[config.mk]
export PLATFORM = sky130hd
export DESIGN_NAME = wb_buttons_leds_master
export DESIGN_NICKNAME = d
export VERILOG_FILES = /design/src/rtl/wb_buttons_leds_master.sv
export SDC_FILE = /design/constraint.sdc
export NUM_CORES = 1
export LEC_CHECK = 0
export ABC_AREA = 0
export CELL_PAD_IN_SITES_DETAIL_PLACEMENT = 0
export CELL_PAD_IN_SITES_GLOBAL_PLACEMENT = 1
export CORE_MARGIN = 10
export CORE_UTILIZATION = 28
export CTS_CLUSTER_DIAMETER = 150
export DETAILED_ROUTE_END_ITERATION = 7
export PLACE_DENSITY_LB_ADDON = 0.1
export SYNTH_ARGS = -nofsm -noshare
export SYNTH_HDL_FRONTEND = slang
export SYNTH_SLANG_ARGS = --single-unit
[constraint.sdc]
create_clock -name clk -period 2.11 [get_ports clk]
set_clock_uncertainty 0.15 [all_clocks]
set_input_delay 0.211 -clock clk [delete_from_list [all_inputs] [get_ports clk]]
set_output_delay 0.211 -clock clk [all_outputs]
set_load 0.05 [all_outputs]
[src/rtl/wb_buttons_leds_master.sv]
// Wishbone initiator: polls buttons, debounces, toggles LEDs on press.
// Counts transactions that end without an ack.
module wb_buttons_leds_master #(
  parameter logic [31:0] LED_ADDR    = 32'h3000_0000,
  parameter logic [31:0] BUTTON_ADDR = 32'h3000_0004,
  parameter int          POLL_DIV    = 1000,
  parameter int          DEBOUNCE_N  = 4,
  parameter int          TIMEOUT     = 16
) (
  input  logic        clk,
  input  logic        reset,
  input  logic        enable,
  output logic        o_wb_cyc,
  output logic        o_wb_stb,
  output logic        o_wb_we,
  output logic [31:0] o_wb_addr,
  output logic [31:0] o_wb_data,
  input  logic        i_wb_ack,
  input  logic        i_wb_stall,
  input  logic [31:0] i_wb_data,
  output logic [1:0]  buttons_db,
  output logic [1:0]  led_state,
  output logic [7:0]  timeout_cnt
);

  localparam int PW = $clog2(POLL_DIV);
  localparam int DW = $clog2(DEBOUNCE_N + 1);
  localparam int TW = $clog2(TIMEOUT + 1);

  localparam logic [PW-1:0] POLL_LAST = PW'(POLL_DIV - 1);
  localparam logic [DW-1:0] DB_N      = DW'(DEBOUNCE_N);
  localparam logic [TW-1:0] TMO_LAST  = TW'(TIMEOUT - 1);

  typedef enum logic [2:0] {
    IDLE,
    RD_REQ,
    RD_WAIT,
    WR_REQ,
    WR_WAIT
  } state_t;

  state_t state;
  state_t state_nx;

  logic [PW-1:0]        poll_cnt;
  logic                 poll_tick;
  logic [TW-1:0]        wait_cnt;
  logic                 in_wait;
  logic                 rd_ack;
  logic                 tmo_event;
  logic [1:0]           prev_smp;
  logic [1:0][DW-1:0]   db_cnt;
  logic [1:0][DW-1:0]   db_cnt_nx;
  logic [1:0]           db_nx;
  logic [1:0]           press;
  logic                 unused_data;

  assign unused_data = ^i_wb_data[31:2];

  assign poll_tick = enable && (poll_cnt == POLL_LAST);
  assign in_wait   = (state == RD_WAIT) || (state == WR_WAIT);
  assign rd_ack    = (state == RD_WAIT) && i_wb_ack;
  assign tmo_event = in_wait && !i_wb_ack && (wait_cnt == TMO_LAST);

  // Poll divider; held at zero while disabled so re-enable restarts it.
  always_ff @(posedge clk) begin
    if (reset || !enable)
      poll_cnt <= '0;
    else if (poll_cnt == POLL_LAST)
      poll_cnt <= '0;
    else
      poll_cnt <= poll_cnt + 1'b1;
  end

  // Per-bit debounce of the sample on the ack cycle.
  // The first differing sample counts as one of the DEBOUNCE_N.
  always_comb begin
    db_nx     = buttons_db;
    db_cnt_nx = db_cnt;
    for (int i = 0; i < 2; i++) begin
      if (i_wb_data[i] == buttons_db[i])
        db_cnt_nx[i] = '0;
      else if (i_wb_data[i] == prev_smp[i])
        db_cnt_nx[i] = db_cnt[i] + 1'b1;
      else
        db_cnt_nx[i] = DW'(1);
      if (db_cnt_nx[i] >= DB_N) begin
        db_cnt_nx[i] = '0;
        db_nx[i]     = i_wb_data[i];
      end
    end
    press = db_nx & ~buttons_db;
  end

  // Transaction sequencing: read buttons, optionally write LEDs.
  always_comb begin
    state_nx = state;
    unique case (state)
      IDLE:    if (poll_tick) state_nx = RD_REQ;
      RD_REQ:  if (!i_wb_stall) state_nx = RD_WAIT;
      RD_WAIT: begin
        if (i_wb_ack)
          state_nx = (|press) ? WR_REQ : IDLE;
        else if (tmo_event)
          state_nx = IDLE;
      end
      WR_REQ:  if (!i_wb_stall) state_nx = WR_WAIT;
      WR_WAIT: if (i_wb_ack || tmo_event) state_nx = IDLE;
      default: state_nx = IDLE;
    endcase
  end

  // Bus outputs are a pure function of state and the LED register.
  always_comb begin
    o_wb_cyc  = (state != IDLE);
    o_wb_stb  = (state == RD_REQ) || (state == WR_REQ);
    o_wb_we   = (state == WR_REQ) || (state == WR_WAIT);
    o_wb_addr = '0;
    if (o_wb_we)
      o_wb_addr = LED_ADDR;
    else if (o_wb_cyc)
      o_wb_addr = BUTTON_ADDR;
    o_wb_data = {30'b0, led_state};
  end

  // State register and ack-wait counter, cleared on each state change.
  always_ff @(posedge clk) begin
    if (reset) begin
      state    <= IDLE;
      wait_cnt <= '0;
    end else begin
      state <= state_nx;
      if (in_wait && state_nx == state)
        wait_cnt <= wait_cnt + 1'b1;
      else
        wait_cnt <= '0;
    end
  end

  // Debounce state and LED toggle, committed only on a read ack.
  always_ff @(posedge clk) begin
    if (reset) begin
      prev_smp   <= '0;
      db_cnt     <= '0;
      buttons_db <= '0;
      led_state  <= '0;
    end else if (rd_ack) begin
      prev_smp   <= i_wb_data[1:0];
      db_cnt     <= db_cnt_nx;
      buttons_db <= db_nx;
      led_state  <= led_state ^ press;
    end
  end

  // Saturating count of transactions abandoned for lack of ack.
  always_ff @(posedge clk) begin
    if (reset)
      timeout_cnt <= '0;
    else if (tmo_event && timeout_cnt != 8'hFF)
      timeout_cnt <= timeout_cnt + 1'b1;
  end

endmodule

==> impl_metrics.json <==
{
  "top_layer": "met4",
  "drt-met1-wl_um": 2240,
  "crit_chain": "clkdlybuf4s50_1",
  "synth-seq-cells": 38,
  "rsz0062_at_grt": "false",
  "setup_tns_ns": 0,
  "syn-cell-area_um2": 2330,
  "syn_to_final_growth_pct": 8.96,
  "status": "finished, final reports clean",
  "leakage_nw": 0.992,
  "wl_met3_um": 462,
  "min_period_ns": 2.01,
  "grt.total_usage_pct": 7.84,
  "setup_ws_ns": 0.0964,
  "drive_gt1_share_pct": 7.59,
  "instances_no_fill": 408,
  "grt-ovfl-total": 0,
  "r2r-end": "timeout_cnt[3]",
  "worst-path-stages": 1,
  "critPathBufInv": 1,
  "grt_pass1_vias": 1686,
  "hold_path_end": "wait_cnt[0]",
  "wl_met2_um": 2290,
  "crit_path_start_kind": "flop",
  "p_per_area_nw_per_um2": 598,
  "cts-buffers-inserted": 5,
  "crit_slowest_cell": "clkdlybuf4s50_1",
  "cp-end-kind": "output pin",
  "synth_seq_area_share_pct": 32.6,
  "vias_per_cell": 4.15,
  "synth_cell_type_count": 39,
  "wl_per_cell_um": 12.3,
  "critPathMaxFanout": 8,
  "hold_path_depth": 1,
  "rows": 33,
  "fmax_mhz": 497,
  "place_congestion": 0.745,
  "vias": 1692,
  "r2r_slack_ns": 0.19,
  "first_pass_iters": 4,
  "drc": 0,
  "antenna_left": 0,
  "htree_levels": 2,
  "drt_wl_total_um": 5040,
  "syn_inst": 279,
  "grt_pass1_wl_um": 8390,
  "finalHoldViolCount": 0,
  "start_util_pct": 28.5,
  "nets": 345,
  "worstSetupPathType": "flop to output pin",
  "r2r_cells": 6,
  "dp_slack_ns": 0.101,
  "pin_count": 116,
  "root_buffer": "clkbuf_8",
  "final_cell_mix": "conb_1, dfxtp_1, nor2_1",
  "max_stage_delay_ns": 0.87,
  "post-route-period-util_pct": 95.4,
  "power.total_mw": 1.52,
  "dieArea_um2": 12400,
  "portBuffers": 26,
  "cts_tree": "yes",
  "vdd_ir_drop_max_mv": 0.263,
  "worst_pin_slew_ns": 0.506,
  "die_height_um": 111,
  "grt_start_max_net_pins": 22,
  "yosys_warnings": 0,
  "cts.clk_slew.worst_paths_ns": 0.08,
  "fin_util_pct": 31.1,
  "r2r_start": "wait_cnt[0]",
  "dp_hpwl_um": 3770,
  "core_um2": 8180,
  "cts.path.max_buffers": 2,
  "holdCritPathClass": "flop to flop",
  "crit_family": "buffers and inverters",
  "antenna_cells": 0,
  "setup_viol": 0,
  "dp_cells": 400,
  "relSlewSlack_pct": 66.1,
  "clk_latency_ns": 0.29,
  "drtIter0Drc": 59,
  "final_common_cell": "conb_1",
  "maxSlewViolCount": 0,
  "min_from": "wait_cnt[0]",
  "antenna_found_initial": 0,
  "critPathRequiredTime_ns": 1.75,
  "arrival_ns": 1.65,
  "maxCapViolCount": 0,
  "dieWidth_um": 111,
  "cts_num_sinks": 38,
  "avgSynthCellArea_um2": 8.36
}
==> how the worst max path moves through the flow <==
stage	to	start	slack, ns
floorplan	o_wb_addr[2]	state[2]	0.08
global placement	led_state[1]	i_wb_ack	0.09
detailed placement	led_state[1]	i_wb_ack	0.10
CTS	buttons_db[1]	buttons_db[1]	0.08
global route	timeout_cnt[5]	wait_cnt[0]	0.02
finish	buttons_db[1]	buttons_db[1]	0.1
==> kinds of logic (layout without fill, tap and decap cells) <==
family | Yosys count | after routing | synth area share (%)
adder cells (fa/ha/maj) | 6 | 6 | 3.22
buffers and inverters | 84 | 50 | 24.5
other | 1 | 59 | 0.161
flip-flops | 38 | 38 | 32.6
XOR/XNOR | 21 | 21 | 8.69
AO/OA/AOI/OAI | 41 | 41 | 10.4
AND/OR/NAND/NOR | 88 | 88 | 20.5
==> layout make-up <==
| type | count | area (µm²) |
|---|---|---|
| Sequential cell | 38 | 761 |
| Clock inverter | 1 | 5.00 |
| Tap cell | 105 | 131 |
| Clock buffer | 7 | 86.3 |
| Multi-Input combinational cell | 215 | 1220 |
| Inverter | 11 | 41.3 |
| Fill cell | 893 | 5630 |
| Timing Repair Buffer | 31 | 295 |
==> synthesized netlist by cell type <==
library cell  instances  share of area [%]
buf_4                63                 20
dfxtp_1              38                 33
nor2_1               23                3.7
a21oi_1              19                4.1
nand2_1              16                2.6
xnor2_1              12                4.5
inv_1                11                1.8
nand3_1               8                1.7
nor3_1                8                1.7
xor2_1                8                3.0
and3_1                6                1.6
ha_1                  6                3.2
o31ai_1               6                1.9
clkbuf_1              5               0.80
nand3b_1              5                1.6
nand4_1               5                1.3
o21ai_0               4               0.86
o21ai_1               4               0.86
or4_1                 4                1.3
buf_2                 3               0.64
a31oi_1               2               0.54
and4_4                2               0.97
buf_6                 2               0.97
nand2b_1              2               0.54
nor4_1                2               0.54
or3_1                 2               0.54
a211o_1               1               0.38
a211oi_1              1               0.32
a32oi_1               1               0.38
and2_1                1               0.27
and2b_1               1               0.32
and4bb_1              1               0.54
conb_1                1               0.16
nand3_4               1               0.75
nand4bb_1             1               0.48
o22ai_1               1               0.27
o311ai_1              1               0.38
o41ai_1               1               0.38
xor2_4                1                1.2
==> layer usage <==
metal / GRT usage [%] / vias up
li1: - / 873
met1: 8.98 / 768
met2: 12.7 / 45
met3: 3.95 / 6
met4: 1.80 / 0
met5: 0 / -
==> state kept, by name (all words and copies together), names as in the netlist <==
register and flops:
timeout_cnt 8, wait_cnt 5, buttons_db 2, poll_cnt 10
db_cnt 6, state 3, led_state 2, prev_smp 2
==> worst register-to-register path: cells and delay by family, from the launching register on <==
kind | cells | cell delay, ns
simple gates | 3 | 0.79
fa+ha+maj | 2 | 0.40
compound gates | 1 | 0.16
flops | 1 | 0.36
==> report_power, final <==
group	switching, mW	leakage, nW	total (mW)	internal, mW
combinational	0.256	0.638	0.274	0.0177
sequential	0.00138	0.306	0.720	0.718
clock	0.261	0.0482	0.525	0.264
==> stage by stage <==
step	instance area, µm²	hold WS, ns
after floorplan	2550	0.163
after global placement	2450	0.280
after detailed placement	2450	0.295
after CTS	2540	0.310
after global routing	2540	0.335
final	2540	0.298
==> timing repair <==
action	CTS	global route
endpoints found under the setup margin	0	1
setup buffers	0	0
resized for setup	0	1
hold buffers	0	0
No activity file was read; power rests on OpenSTA's default activity.
